### config.mk
export PLATFORM = sky130hd
export DESIGN_NAME = uart_command_master
export DESIGN_NICKNAME = d
export VERILOG_FILES = /design/src/rtl/uart_command_master.sv
export SDC_FILE = /design/constraint.sdc
export NUM_CORES = 1
export LEC_CHECK = 0
export CAP_MARGIN = 40
export CORE_UTILIZATION = 35
export CTS_CLUSTER_SIZE = 8
export DETAILED_ROUTE_END_ITERATION = 8
export PLACE_DENSITY = 0.63
export SKIP_CTS_REPAIR_TIMING = 1
export SLEW_MARGIN = 15
export SYNTH_ARGS = -nofsm -noshare
export SYNTH_HDL_FRONTEND = slang
export SYNTH_SLANG_ARGS = --single-unit
### constraint.sdc
create_clock -name clk -period 2.3 [get_ports clk]
set_clock_uncertainty 0.05 [all_clocks]
set_input_delay 0.23 -clock clk [delete_from_list [all_inputs] [get_ports clk]]
set_output_delay 0.23 -clock clk [all_outputs]
set_load 0.1 [all_outputs]
### src/rtl/uart_command_master.sv
// Initiator for the UART settings-access protocol: serialises register requests and parses responses.
// Define UART_COMMAND_MASTER_CHECKSUM_EN to append an XOR checksum byte to frames and responses.
module uart_command_master #(
    parameter int ADDR_WIDTH     = 8,
    parameter int DATA_WIDTH     = 16,
    parameter int BUFFER_WIDTH   = 8,
    parameter int TIMEOUT_CYCLES = 1_000_000
) (
    input  logic                    clk,
    input  logic                    rst,
    input  logic                    req_valid,
    output logic                    req_ready,
    input  logic                    req_write,
    input  logic [ADDR_WIDTH-1:0]   req_addr,
    input  logic [DATA_WIDTH-1:0]   req_wdata,
    output logic                    rsp_valid,
    output logic [DATA_WIDTH-1:0]   rsp_rdata,
    output logic                    rsp_error,
    output logic [BUFFER_WIDTH-1:0] tx_data,
    output logic                    tx_write,
    input  logic                    tx_full,
    input  logic [BUFFER_WIDTH-1:0] rx_data,
    output logic                    rx_read,
    input  logic                    rx_empty,
    output logic                    busy
);

    localparam logic [BUFFER_WIDTH-1:0] CMD_WRITE = BUFFER_WIDTH'(8'h57);
    localparam logic [BUFFER_WIDTH-1:0] CMD_READ  = BUFFER_WIDTH'(8'h52);
    localparam logic [BUFFER_WIDTH-1:0] ACK_BYTE  = BUFFER_WIDTH'(8'h4B);
    localparam int CNT_W = (TIMEOUT_CYCLES > 2) ? $clog2(TIMEOUT_CYCLES) : 1;
    localparam logic [CNT_W-1:0] CNT_LIMIT = CNT_W'(TIMEOUT_CYCLES - 1);

    typedef enum logic [3:0] {
        IDLE, SEND_CMD, SEND_ADDR, SEND_DH, SEND_DL, WAIT_R0, WAIT_R1, RESP
`ifdef UART_COMMAND_MASTER_CHECKSUM_EN
        , SEND_CS, WAIT_CS
`endif
    } state_t;

    // Where the frame and the response parse go once the payload bytes are done.
`ifdef UART_COMMAND_MASTER_CHECKSUM_EN
    localparam state_t FRAME_END = SEND_CS;
    localparam state_t RESP_END  = WAIT_CS;
`else
    localparam state_t FRAME_END = WAIT_R0;
    localparam state_t RESP_END  = RESP;
`endif

    state_t                  state_q, state_d;
    logic                    write_q;
    logic [ADDR_WIDTH-1:0]   addr_q;
    logic [DATA_WIDTH-1:0]   wdata_q;
    logic [DATA_WIDTH-1:0]   rdata_q;
    logic                    err_q;
    logic [CNT_W-1:0]        cnt_q;
    logic                    accept;
    logic                    in_wait;
    logic                    timeout_hit;
`ifdef UART_COMMAND_MASTER_CHECKSUM_EN
    logic [BUFFER_WIDTH-1:0] txcs_q;
    logic [BUFFER_WIDTH-1:0] rxcs_q;
`endif

    always_ff @(posedge clk) begin
        if (rst) begin
            state_q <= IDLE;
            cnt_q   <= '0;
        end else begin
            state_q <= state_d;
            // Counter restarts on every wait-state entry and every popped byte.
            if (!in_wait || rx_read) begin
                cnt_q <= '0;
            end else begin
                cnt_q <= cnt_q + 1'b1;
            end
        end
    end

    always_comb begin
        state_d     = state_q;
        tx_write    = 1'b0;
        tx_data     = '0;
        rx_read     = 1'b0;
        accept      = 1'b0;
        in_wait     = 1'b0;
        timeout_hit = 1'b0;
        case (state_q)
            IDLE: begin
                if (req_valid) begin
                    accept  = 1'b1;
                    state_d = SEND_CMD;
                end
            end
            SEND_CMD: begin
                tx_data = write_q ? CMD_WRITE : CMD_READ;
                if (!tx_full) begin
                    tx_write = 1'b1;
                    state_d  = SEND_ADDR;
                end
            end
            SEND_ADDR: begin
                tx_data = BUFFER_WIDTH'(addr_q);
                if (!tx_full) begin
                    tx_write = 1'b1;
                    state_d  = write_q ? SEND_DH : FRAME_END;
                end
            end
            SEND_DH: begin
                tx_data = BUFFER_WIDTH'(wdata_q[DATA_WIDTH-1 -: 8]);
                if (!tx_full) begin
                    tx_write = 1'b1;
                    state_d  = SEND_DL;
                end
            end
            SEND_DL: begin
                tx_data = BUFFER_WIDTH'(wdata_q[7:0]);
                if (!tx_full) begin
                    tx_write = 1'b1;
                    state_d  = FRAME_END;
                end
            end
            WAIT_R0: begin
                in_wait = 1'b1;
                if (!rx_empty) begin
                    rx_read = 1'b1;
                    state_d = write_q ? RESP_END : WAIT_R1;
                end else if (cnt_q == CNT_LIMIT) begin
                    timeout_hit = 1'b1;
                    state_d     = RESP;
                end
            end
            WAIT_R1: begin
                in_wait = 1'b1;
                if (!rx_empty) begin
                    rx_read = 1'b1;
                    state_d = RESP_END;
                end else if (cnt_q == CNT_LIMIT) begin
                    timeout_hit = 1'b1;
                    state_d     = RESP;
                end
            end
`ifdef UART_COMMAND_MASTER_CHECKSUM_EN
            SEND_CS: begin
                tx_data = txcs_q;
                if (!tx_full) begin
                    tx_write = 1'b1;
                    state_d  = WAIT_R0;
                end
            end
            WAIT_CS: begin
                in_wait = 1'b1;
                if (!rx_empty) begin
                    rx_read = 1'b1;
                    state_d = RESP;
                end else if (cnt_q == CNT_LIMIT) begin
                    timeout_hit = 1'b1;
                    state_d     = RESP;
                end
            end
`endif
            RESP: begin
                state_d = IDLE;
            end
            default: begin
                state_d = IDLE;
            end
        endcase
    end

    // Request capture and response assembly; outputs are gated by state so these need no reset.
    always_ff @(posedge clk) begin
        if (accept) begin
            write_q <= req_write;
            addr_q  <= req_addr;
            wdata_q <= req_wdata;
            rdata_q <= '0;
            err_q   <= 1'b0;
        end
        if (rx_read) begin
            case (state_q)
                WAIT_R0: begin
                    if (write_q) begin
                        if (rx_data != ACK_BYTE) begin
                            err_q <= 1'b1;
                        end
                    end else begin
                        rdata_q[DATA_WIDTH-1 -: 8] <= rx_data[7:0];
                    end
                end
                WAIT_R1: begin
                    rdata_q[7:0] <= rx_data[7:0];
                end
`ifdef UART_COMMAND_MASTER_CHECKSUM_EN
                WAIT_CS: begin
                    if (rx_data != rxcs_q) begin
                        err_q <= 1'b1;
                    end
                end
`endif
                default: begin
                end
            endcase
        end
        if (timeout_hit) begin
            err_q   <= 1'b1;
            rdata_q <= '0;
        end
    end

`ifdef UART_COMMAND_MASTER_CHECKSUM_EN
    // Running XOR of bytes sent in this frame and of response bytes received before the checksum.
    always_ff @(posedge clk) begin
        if (accept) begin
            txcs_q <= '0;
            rxcs_q <= '0;
        end else begin
            if (tx_write) begin
                txcs_q <= txcs_q ^ tx_data;
            end
            if (rx_read && (state_q != WAIT_CS)) begin
                rxcs_q <= rxcs_q ^ rx_data;
            end
        end
    end
`endif

    assign req_ready = (state_q == IDLE);
    assign busy      = (state_q != IDLE);
    assign rsp_valid = (state_q == RESP);
    assign rsp_rdata = rsp_valid ? rdata_q : '0;
    assign rsp_error = rsp_valid & err_q;

endmodule

=== Word-level counts from Yosys, hierarchy flattened ===
Cells that the tools add are included.

* Equality and inequality tests: 14
* Multiplexer cells: 34
* Bitwise operators: 1
* Reductions and logical operators: 8
* Add/sub/neg operators: 1

{| class="wikitable"
|+ Operators with widths
! kind !! number
|-
| 2-to-1 mux 16 bit || 3
|-
| 2-to-1 mux 4 bit || 8
|-
| one-hot mux 8 bit (4 select lines) || 1
|-
| one-hot mux 4 bit (7 select lines) || 1
|-
| 2-to-1 mux 8 bit || 3
|-
| adder 20 x 1 -> 20 bit, second input constant || 1
|-
| equality test 20 bit, second input constant || 1
|-
| equality test 4 x 3 -> 1 bit, second input constant || 4
|-
| 2-to-1 mux 1 bit || 16
|-
| != test 2 bit, second input constant || 5
|-
| equality test 4 x 2 -> 1 bit, second input constant || 2
|-
| != test 8 x 7 -> 1 bit, second input constant || 1
|-
| 2-to-1 mux 3 bit || 2
|-
| AND reduction 5 bit || 1
|-
| equality test 4 x 1 -> 1 bit, second input constant || 1
|-
| logical NOT 4 bit || 1
|-
| nonzero test 4 bit || 1
|-
| OR reduction 2 bit || 2
|-
| OR reduction 4 bit || 1
|-
| AND 1 bit || 1
|-
| logical NOT 1 bit || 1
|-
| logical OR 1 bit || 1
|}

* Logic and storage cells: 65
* Register bits: 66
* Input bits: 38
* Output and inout bits: 30

=== Logic depth before layout (Yosys ltp) ===
* Word-level depth: 7
* Depth in mapped cells: 6
* Depth with buffers taken out: 5

=== Worst setup path after synthesis ===
Ideal clock, no wire load.

* Path type: flip-flop to flip-flop
* Start: reg state_q[2]
* End: reg addr_q[0], enable pin
* Data required time: 1870 ps
* Setup time: 380 ps
* Data arrival time: 3522 ps
* Slack: -1652 ps
* Period minus slack after synthesis: 3952 ps
* Stages on the path, launching flop included: 5
* Cells stage by stage: dfxtp_1 clkbuf_8 nor4_2 nand2_1 inv_1

* Longest elaborated chain between the ends: 2

{| class="wikitable"
|+ Ends and longest elaborated chain
! element !! line !! source
|-
| from (decl) || 50 || <nowiki>state_t state_q, state_d;</nowiki>
|-
| from (signal assigned) || 70 || <nowiki>state_q <= state_d;</nowiki>
|-
| logical NOT 4 bit || - ||
|-
| via req_ready || 12 || <nowiki>output logic req_ready,</nowiki>
|-
| 2-to-1 mux 1 bit || 88 || <nowiki>case (state_q)</nowiki>
|-
| via accept || 57 || <nowiki>logic accept;</nowiki>
|-
| to (signal assigned) || 175 || <nowiki>addr_q <= req_addr;</nowiki>
|-
| to (decl) || 52 || <nowiki>logic [ADDR_WIDTH-1:0] addr_q;</nowiki>
|}

The timed path passes the listed nets, and every way through them passes these cells.
A chain may end at the register's enable or synchronous reset.

=== Final worst setup path ===
* Start: reg state_q[0]
* End: out tx_data[2]

* Longest elaborated chain between the ends: 2
* Elaborated cells on any way between the ends: 5
* Classes of those cells: eq/ne: 4; mux: 1

{| class="wikitable"
|+ Ends and longest elaborated chain
! element !! line !! source
|-
| equality test 4 x 3 -> 1 bit, or another cell as far along || 88 ||
|-
| one-hot mux 8 bit (4 select lines) * || 88 ||
|-
| to (decl) || 19 || <nowiki>output logic [BUFFER_WIDTH-1:0] tx_data,</nowiki>
|}

Mark *: on every way between the ends. The rest lies on a longest branch, timed or not.

==> metrics.yaml <==
rsz0062_at_grt: "no"
routed.top_layer: "met4"
grt_pass1_vias: 2239
viasPerCell: 5.114
ir_worst_vdd_mv: 0.2876
start_util_pct: 36.48
route.met3.wl_um: 267
final_common_cell: "dfxtp_1"
drc: 0
clk_pin_slew_ns: 0.07
fin_crit_sh_pct: 92.94
final_cell_mix: "dfxtp_1, clkdlybuf4s50_1, buf_12"
async_reset_ff_share_pct: 0
cts_max_path_buffers: 2
cp_top_family: "buffers and inverters"
crit_arrival_ns: 1.86
dp_slack_ns: 0.2235
track_usage_pct: 15.72
synthCells: 303
final_cells: 492
area_growth_syn_to_layout_pct: 44.42
layout.nets: 421
vias: 2516
setup_slack_ns: 0.1625
dp_hpwl_um: 4921
yosysTopAreaCell: "dfxtp_1"
cts-htree-levels: 3
crit_type: "flop to primary output"
syn_area_per_cell_um2: 9.993
grt_pass1_wl_um: 10770
synthAdderAreaFrac_pct: 0.4132
nFillCells: 735
synthSimpleGateAreaFrac_pct: 26.90
io_pins: 68
drive_gt1_share_pct: 22.22
crit_chain: "buf_4 -> inv_1 -> or3_1 -> o21ai_2 -> buf_12"
seq_area_mm2: 0.001572
rr_startpoint: "cnt_q[0]"
hold_slack_ns: 0.3966
required_ns: 2.02
drv_cap: 0
synth_edf_count: 25
max_freq_ghz: 0.4678
clock_latency_ns: 0.33
cts_made_buffers: 9
gp_congestion: 0.7851
yosys-top-cells-area: "dfxtp_1, edfxtp_1, and2_1"
wl_met1_um: 3193
total_power_uw: 2259
worstMarginPinSlew_ns: 0.8598
cts_tree: "done"
cts_root_buf: "clkbuf_8"
wirelength_um: 6816
slew_headroom_pct: 42.24
setup.worst_path.start_class: "flop"
antenna_found_initial: 0
io_buffers: 67
min_path_type: "input pin to flop"
critical_path.slowest_cell: "dfxtp_1"
grt_max_degree: 26
synth_top_family_by_area: "simple AND/OR/NAND/NOR gates"
synth.area.mux_share_pct: 0.6612
crit_buf_inv: 3
cp-startpoint: "state_q[0]"
design.core.area_mm2: 0.008299
wl_met2_um: 3240
drt_iter0_markers: 95
diodes: 0
multi_input_area_mm2: 0.001426
row_count: 33
dieArea_mm2: 0.009027
setup_viol: 0
syn-cell-area_mm2: 0.003028
yosysUniqueCellTypes: 50
synth_xor_area_share_pct: 3.182
synth-compound-area-share_pct: 13.26
grt_overflow: 0
dr.pass1.iters: 4
p_leak_uw: 0.001493
die_y_um: 95.01
status: "completed"
slew_viol_final: 0
synthDominantCellAreaShare_pct: 27.11
min-delay-start: "req_addr[7]"
die_width_um: 95.01
yosysSeqAreaShare_pct: 51.90
critPathCaptureType: "primary output"
cp_slowest_stage_delay_ns: 0.39
ant_nets: 0
post_drt_wl_per_cell_um: 13.85
syn_nets: 342
dp.cells: 476
hold_viol_final: 0
ys_warn_count: 0
power_density_mw_per_mm2: 516.5
synth-main-ff-cell: "dfxtp_1"
path_max_fanout: 11
synth-seq-cells: 66
fin_crit_ns: 2.138
clock_sinks: 66
-- final timing paths --
| kind | end | slack [ns] | cells after the start |
|---|---|---|---|
| worst max-delay path | tx_data[2] | 0.16 | 5 |
| worst min-delay path | addr_q[7] | 0.40 | 1 |
| worst max register to register | state_q[1] | 0.26 | 5 |
| worst min register to register | cnt_q[0] | 0.42 | 1 |
-- worst reg2reg max path, delay by kind of cell (launching register included) --
family                     cells  cell delay, ns
and+or+nand+nor                3            1.03
DFF                            1            0.38
adders and majority gates      1            0.28
AOI/OAI and AO/OA              1            0.23
-- cell usage after synthesis, types with 2 or more instances --
cell	instances
a21oi_1	21
a22oi_1	17
o32ai_1	2
or3_1	6
nand3_1	7
nand2b_1	4
nor4_2	2
xnor2_1	7
nor3_1	9
nand3b_1	10
or4_1	4
edfxtp_1	25
or4bb_1	2
inv_1	7
and2_1	21
mux2i_1	2
clkbuf_1	3
nand2_1	23
clkbuf_8	3
xor2_1	4
buf_2	2
nor2_1	30
nor3b_1	2
and4_1	2
dfxtp_1	41
o21ai_0	14
nor4_1	3
nand4_1	6
o31ai_1	3
-- power breakdown --
| part | total [uW] | internal (uW) | switching, uW |
|---|---|---|---|
| clock network | 809 | 382 | 427 |
| logic | 205 | 99.0 | 106 |
| registers | 1240 | 1240 | 7.83 |
| total | 2260 | 1720 | 540 |
-- routing by layer --
metal / track usage [%] / up-vias
met1: 20.43 / 1182
met5: 0 / -
li1: - / 1267
met3: 4.147 / 15
met2: 25.12 / 52
met4: 5.682 / 0
-- cells by family (layout without fill, tap and decap cells) --
logic type	count (synthesis)	count (layout)
compound gates	64	64
xor+xnor	11	11
fa+ha+maj	1	1
buf+inv	17	101
flops	66	66
mux	2	2
other cells	1	1
simple gates	141	141
-- layout make-up --
cell class	instances	area share, %
multi-input combinational	220	32.62
clock inverter	6	0.7439
clock buffer	10	2.918
timing repair buffer	78	24.09
sequential	66	35.94
tap	105	3.004
inverter	7	0.6867
-- stage by stage --
stage / instance area, um^2 / util (%) / setup TNS (ns)
finish: 4373 / 52.69 / 0
global route: 4373 / 52.69 / 0
CTS: 4360 / 52.54 / -0.5799
detailed placement: 4200 / 50.61 / 0
global placement: 4193 / 50.52 / 0
floorplan: 3098 / - / -12.65
-- sequential cells by signal, indices dropped and copies added (netlist names) --
signal   count
addr_q       8
cnt_q       20
err_q        1
rdata_q     16
state_q      4
wdata_q     16
write_q      1
Power figures use the tool's default switching activity.
